[src/rtl/alu_buf_pkg.sv]
// Shared constants and types for the ALU result/flag buffer.
package alu_buf_pkg;

  localparam int N_DEF     = 4;
  localparam int DEPTH_DEF = 4;
  localparam int FLAGS_DEF = 4;

  // Bit positions inside the flag vector
  localparam int FLAG_N = 3;
  localparam int FLAG_Z = 2;
  localparam int FLAG_C = 1;
  localparam int FLAG_V = 0;

  // Entry layout at the default widths. Modules build their own copy at their widths.
  typedef struct packed {
    logic [2*N_DEF-1:0] result;
    logic [FLAGS_DEF-1:0] flags;
  } entry_t;

endpackage

[src/rtl/fifo_ptr_ctrl.sv]
// Pointer, occupancy and handshake control for the result/flag FIFO (no data).
module fifo_ptr_ctrl
  import alu_buf_pkg::*;
#(
  parameter int DEPTH = DEPTH_DEF,
  parameter int AW    = $clog2(DEPTH),
  parameter int CW    = $clog2(DEPTH) + 1
) (
  input  logic          clk,
  input  logic          rst,
  input  logic          in_valid,
  input  logic          out_ready,
  output logic          push,
  output logic [AW-1:0] wr_ptr,
  output logic [AW-1:0] rd_ptr,
  output logic [CW-1:0] count,
  output logic          in_ready,
  output logic          out_valid,
  output logic          drop
);

  localparam logic [CW-1:0] FULL = CW'(DEPTH);

  logic          pop;
  logic [CW-1:0] count_nx;

  assign push = in_valid & in_ready;
  assign pop  = out_valid & out_ready;

  // Next occupancy; a simultaneous push and pop leaves it unchanged.
  always_comb begin
    count_nx = count;
    if (push && !pop)
      count_nx = count + CW'(1);
    else if (!push && pop)
      count_nx = count - CW'(1);
  end

  // Pointers and flags; in_ready/out_valid are decoded from the next count so
  // in_ready never depends combinationally on out_ready.
  always_ff @(posedge clk or negedge rst) begin
    if (!rst) begin
      wr_ptr    <= '0;
      rd_ptr    <= '0;
      count     <= '0;
      in_ready  <= 1'b1;
      out_valid <= 1'b0;
      drop      <= 1'b0;
    end else begin
      if (push) wr_ptr <= wr_ptr + AW'(1);
      if (pop)  rd_ptr <= rd_ptr + AW'(1);
      count     <= count_nx;
      in_ready  <= (count_nx != FULL);
      out_valid <= (count_nx != '0);
      drop      <= in_valid & ~in_ready;
    end
  end

endmodule

[src/rtl/result_flag_fifo.sv]
// First-word-fall-through FIFO of ALU results and flags with a sticky flag register.
module result_flag_fifo
  import alu_buf_pkg::*;
#(
  parameter int N     = N_DEF,
  parameter int DEPTH = DEPTH_DEF,
  parameter int FLAGS = FLAGS_DEF
) (
  input  logic                       clk,
  input  logic                       rst,
  input  logic                       in_valid,
  output logic                       in_ready,
  input  logic [2*N-1:0]             result_in,
  input  logic [FLAGS-1:0]           flags_in,
  output logic                       out_valid,
  input  logic                       out_ready,
  output logic [2*N-1:0]             result_out,
  output logic [FLAGS-1:0]           flags_out,
  output logic [$clog2(DEPTH):0]     count,
  output logic [FLAGS-1:0]           sticky_flags,
  input  logic                       clr_sticky,
  output logic                       drop
);

  localparam int AW = $clog2(DEPTH);

  typedef struct packed {
    logic [2*N-1:0]   result;
    logic [FLAGS-1:0] flags;
  } fifo_entry_t;

  fifo_entry_t       mem [DEPTH];
  fifo_entry_t       head;
  logic              push;
  logic [AW-1:0]     wr_ptr;
  logic [AW-1:0]     rd_ptr;

  fifo_ptr_ctrl #(.DEPTH(DEPTH)) u_ctrl (
    .clk       (clk),
    .rst       (rst),
    .in_valid  (in_valid),
    .out_ready (out_ready),
    .push      (push),
    .wr_ptr    (wr_ptr),
    .rd_ptr    (rd_ptr),
    .count     (count),
    .in_ready  (in_ready),
    .out_valid (out_valid),
    .drop      (drop)
  );

  // Storage is written on push only; contents are don't-care after reset.
  always_ff @(posedge clk) begin
    if (push) mem[wr_ptr] <= '{result: result_in, flags: flags_in};
  end

  // Head entry, forced to zero whenever the FIFO is empty.
  always_comb begin
    head       = mem[rd_ptr];
    result_out = out_valid ? head.result : '0;
    flags_out  = out_valid ? head.flags  : '0;
  end

  // Sticky flags: clear takes effect first, then the pushed entry accumulates.
  always_ff @(posedge clk or negedge rst) begin
    if (!rst)
      sticky_flags <= '0;
    else if (clr_sticky)
      sticky_flags <= push ? flags_in : '0;
    else if (push)
      sticky_flags <= sticky_flags | flags_in;
  end

endmodule

[config.mk]
export PLATFORM = sky130hd
export DESIGN_NAME = result_flag_fifo
export DESIGN_NICKNAME = d
export VERILOG_FILES = /design/src/rtl/alu_buf_pkg.sv /design/src/rtl/fifo_ptr_ctrl.sv /design/src/rtl/result_flag_fifo.sv
export SDC_FILE = /design/constraint.sdc
export NUM_CORES = 1
export LEC_CHECK = 0
export ABC_AREA = 1
export CAP_MARGIN = 20
export CORE_MARGIN = 2
export CORE_UTILIZATION = 30
export CTS_CLUSTER_DIAMETER = 40
export CTS_CLUSTER_SIZE = 20
export DETAILED_ROUTE_END_ITERATION = 12
export GPL_TIMING_DRIVEN = 1
export HOLD_SLACK_MARGIN = 0.12
export SLEW_MARGIN = 15
export SYNTH_ARGS = -nofsm -noshare
export SYNTH_HDL_FRONTEND = slang
export SYNTH_HIERARCHICAL = 1
export SYNTH_SLANG_ARGS = --single-unit
[constraint.sdc]
create_clock -name clk -period 3.5 [get_ports clk]
set_input_delay 1.05 -clock clk [delete_from_list [all_inputs] [get_ports clk]]
set_output_delay 1.05 -clock clk [all_outputs]
set_load 0.03 [all_outputs]
# After elaboration in Yosys (flattened, before gate mapping)
# Memory sizes are Yosys's and may differ from the RTL's.
# Cells that the tools add are included.
# word_totals
in_bits	17
n_memories	1
ramBits	48
regBits	14
elab_cells	33
# classes
n_eq_ne	1
bitwise	5
n_reduce_logical	6
add_sub_neg	4
muxes	9
# mem_list
memory	depth	word_bits	read_ports	rd_clocked_by_memory_dff	write_ports	line_no	text
mem	4	12	1	0	1	result_flag_fifo.sv:32	fifo_entry_t mem [DEPTH];
# ops
operator	n
4-bit two-way mux	4
8-bit two-way mux	1
3-bit two-way mux	2
2-bit by 1-bit adder with 2-bit output, second input constant	2
4-bit bitwise OR	1
3-bit by 1-bit adder with 3-bit output, second input constant	1
1-bit bitwise AND	3
3-bit inequality test, second input constant	1
3-bit nonzero test	1
3-bit by 1-bit subtractor with 3-bit output, second input constant	1
1-bit logical AND	2
1-bit logical NOT	2
1-bit two-way mux	2
2-bit nonzero test	1
1-bit NOT	1

# Longest topological paths before layout
# Gate-level depths: netlist of the first run.
# logic_depth
ltp_word	6
mapped_depth	10
depth_no_buf	10

# Modules after synthesis
# Netlist of the first run, hierarchy kept.
# by_module_without_submodules
module	n_inst	area_each_um2	cells_each
result_flag_fifo	1	2339.7	214
fifo_ptr_ctrl	1	554.3	66

# Worst setup path after synthesis of the first run
# Ideal clock, no wire load.
# synth_timing
path_type	input to register
start	input port in_valid
end	memory mem[3][0] (netlist bit) (enable)
path_slack_ps	910
arrival_ps	2194
required_time_ps	3104
setup_ps	396
stages	4
path_cell_list	nand2_4 > inv_6 > inv_1 > nor3_1
# synth_between
elab_chain_len	3
# synth_lines
element	line_no	text
from (decl)	result_flag_fifo.sv:11	input logic in_valid,
1-bit bitwise AND	fifo_ptr_ctrl.sv:27	assign push = in_valid & in_ready;
via push	result_flag_fifo.sv:34	logic push;
1-bit two-way mux	result_flag_fifo.sv:54	if (push) mem[wr_ptr] <= '{result: result_in, flags: flags_in};
1-bit two-way mux (implied by the code)	result_flag_fifo.sv:54	
to (decl)	result_flag_fifo.sv:32	
# The timed path passes the listed nets, and every way through them passes these cells.

# Worst setup path in the final report of the first run
# layout_timing
start	register u_ctrl.rd_ptr[1]
end	output port result_out[7]
# layout_between
elab_chain_len	2
# layout_lines
element	line_no	text
from (decl)	fifo_ptr_ctrl.sv:15	output logic [AW-1:0] rd_ptr,
from (signal assigned)	fifo_ptr_ctrl.sv:51	if (pop) rd_ptr <= rd_ptr + AW'(1);
memory 4 x 12 bit	--	
8-bit two-way mux	result_flag_fifo.sv:60	result_out = out_valid ? head.result : '0;
to (decl)	result_flag_fifo.sv:17	output logic [2*N-1:0] result_out,
# Every way passes these cells.

==> flow_summary.yaml, run 1 <==
sta:
  worstMarginPinSlew_ns: 0.638
  slew_viol_final: 0
  whs_ns: 0.520
  fin_crit_ns: 3.20
  period_share: 0.915
  setup-tns-final_ns: 0
  relSlewSlack: 0.574
  finalHoldViolCount: 0
  clock.fmax_mhz: 312
  fin_skew_ns: 0.00846
  fin_ws_ns: 0.298
  finalSetupViolations: 0
  rsz0062_at_grt: "no"
clock_tree:
  cts_setup_buffers: 0
  clkLatencyLatePin_ns: 0.34
  max-clock-path-buffers: 2
  cts_tree: "built"
  cts_resized: 0
  root_buffer: "clkbuf_8"
  clkTransAtPathRegs_ns: 0.06
  htree_num_levels: 3
  cts.hold.buffers_added: 0
  cts.sinks: 62
  cts_buffers: 9
finish:
  seqCellArea_sq_um: 1790
  layout-drive-gt1-share: 0.172
  fill_cells: 942
  multi_input_area_sq_um: 767
  area_delta_synth_final_pct: 25.0
  post-route-cell-area_sq_um: 3620
  diodes: 0
  fin_nets: 346
power_and_ir_drop:
  p_per_area_nw_per_um2: 891
  p_switching_uw: 1280
  comb_power_share: 0.462
  sw_frac_of_total: 0.397
  p_leak_uw: 0.00161
  p_int_uw: 1940
  vdd_drop_max_uv: 383
  clockPowerShare: 0.202
  fin_total_pwr_uw: 3220
  seq_power_share: 0.335
place:
  place.gp.congestion: 0.750
  io_buffer_count: 38
  dp_hpwl_um: 3810
  post_dp_cell_area_sq_um: 3410
  pre_cts_ws_ns: 0.602
setup_path:
  timing.rr.end: "mem[1][7]"
  reg2reg_depth: 5
  r2r_start: "u_ctrl/in_ready"
  worstSetupPathType: "reg2out"
  end_kind: "primary output"
  rrSetupSlack_ns: 1.88
  crit_arrival_ns: 2.15
  cp.required_ns: 2.45
  critPathMaxFanout: 12
  setup.worst_path.start_class: "register"
yosys:
  synthArstFlopShare: 0.226
  ys_dominant_reg_cell: "edfxtp_1"
  synth_top_area_frac: 0.498
  yosysTopAreaCell: "edfxtp_1"
  synth_area_leaders: "edfxtp_1 50%, dfrtp_1 11%, inv_1 8.6%"
  ys_ff_latch: 62
  syn_avg_cell_area_sq_um: 10.3
  synthMuxAreaShare: 0
  yosys.area_share.simple: 0.206
  ys_seq_area_frac: 0.620
  synth_compound_area_frac: 0.0380
  synth_xor_area_frac: 0.0121
  yosysMostFrequentCell: "inv_1"
  synth_edf_count: 48
  synthCells: 280
  yosysUniqueCellTypes: 24
  yosysWarnings: 6
  yosys-top-cells-count: "66 x inv_1, 63 x nand2_1, 48 x edfxtp_1, 21 x nand3_1, 13 x dfrtp_1"
  synth_fa_ha_area_frac: 0.00865
  synth_top_family_by_area: "simple AND/OR/NAND/NOR gates"
  syn_area_sq_um: 2890
  synth_nets: 299
worst_hold_path:
  min_to: "u_ctrl/wr_ptr[1]"
  min_from: "u_ctrl/wr_ptr[1]"
  min_delay_path_depth: 1
  hp-class: "reg2reg"
floorplanning:
  initial_utilization: 0.312
  fp.dieH_um: 102
  rows: 35
  core_area_sq_um: 9280
  die_w_um: 102
  io-pin-count: 39
  die-area_sq_um: 10400
flow_run:
  drv_cap: 0
route:
  num_vias: 1920
  drtPass1Iterations: 4
  drtIter0Drc: 94
  totalWireLength_um: 5530
  viasPerCell: 4.16
  wire_per_inst_um: 12.0
  drc: 0
  antenna_left: 0
global_route:
  grt_start_max_net_pins: 25
  grt_pass1_vias: 1892
  grt_remaining_overflow: 0
  grt_pass1_wl_um: 9020
  track_usage: 0.117
  antenna_found_initial: 0
outcome:
  outcome: "completed"
## layout make-up
type                    count  share of cell area
clock buffers              11              0.0363
clock inverters             5              0.0204
inverters                  69              0.0737
multi-input cells         141               0.212
flip-flops and latches     62               0.496
well taps                 129              0.0446
repair buffers             44               0.118
## kinds of logic (layout without fill, tap and decap cells)
logic type,after synthesis,in the layout
AND/OR/NAND/NOR,119,119
buffers and inverters,77,129
flip-flops,62,62
AO/OA/AOI/OAI,16,16
XOR/XNOR,4,4
adder cells (fa/ha/maj),2,2
## metal layers
layer | share of wire | track usage
met1 | 0.43 | 0.137
met2 | 0.51 | 0.200
met3 | 0.034 | 0.0246
met4 | 0.019 | 0.0615
met5 | 0 | 0
## worst max path at each step
stage,from,to,slack [ns],cells past startpoint
after detailed placement,u_ctrl/rd_ptr[1],result_out[7],0.60,4
after CTS,u_ctrl/rd_ptr[1],result_out[7],0.24,4
final,u_ctrl/rd_ptr[1],result_out[7],0.30,4
after global routing,u_ctrl/rd_ptr[1],result_out[0],0.14,4
after floorplan,in_valid,mem[3][0],0.91,4
after global placement,u_ctrl/rd_ptr[1],flags_out[2],0.60,4
## layout by cell type, fill, tap and decap left out
cell type        count
a21oi_1              4
a21oi_2              8
buf_4                6
bufinv_16            2
clkbuf_1             2
clkbuf_8             9
clkdlybuf4s50_1     38
clkinv_1             1
clkinv_2             2
dfrtp_1             13
dfstp_2              1
edfxtp_1            48
ha_1                 2
inv_1               66
inv_2                1
inv_4                1
inv_6                1
nand2_1             63
nand2_2             12
nand2_4              4
nand3_1             21
nand3_2              9
nor2_1               5
nor2_2               1
nor3_1               4
o21ai_0              4
xnor2_1              2
xor2_1               2
## state kept, by name, indices dropped and copies added (netlist names)
signal	cells
u_ctrl/drop	1
u_ctrl/count	3
u_ctrl/out_valid	1
u_ctrl/rd_ptr	2
u_ctrl/wr_ptr	2
sticky_flags	4
u_ctrl/in_ready	1
mem	48
## power groups by stage
stage	clock network, uW	logic [uW]	registers (uW)
final	652	1490	1080
after detailed placement	0	1520	1100
after global routing	706	1640	1100
after floorplan	0	988	1150
after CTS	671	1520	1080
after global placement	0	1500	1090
## per-stage QoR
stage,util,cells
finish,0.390,461
global route,0.390,461
CTS,0.390,461
detailed placement,0.368,445
global placement,0.368,445
floorplan,-,280
## critical path, cell delays in order (launching register included)
cell,delay (ns)
dfrtp_1,0.37
inv_1,0.44
nand3_1,0.14
a21oi_1,0.17
clkdlybuf4s50_1,0.69
Note: power is estimated with default switching activity, not from simulation.
==> inputs of run 2 (changes only) <==
Settings changed: SLEW_MARGIN 15 to 20.
==> results of run 2 <==
No change in the layout: final DEF, timing and power equal those of run 1.
==> inputs of run 3 (changes only) <==
Settings changed: PLACE_DENSITY set to 0.6.
==> results of run 3 <==
No change in the layout: final DEF, timing and power equal those of run 1.
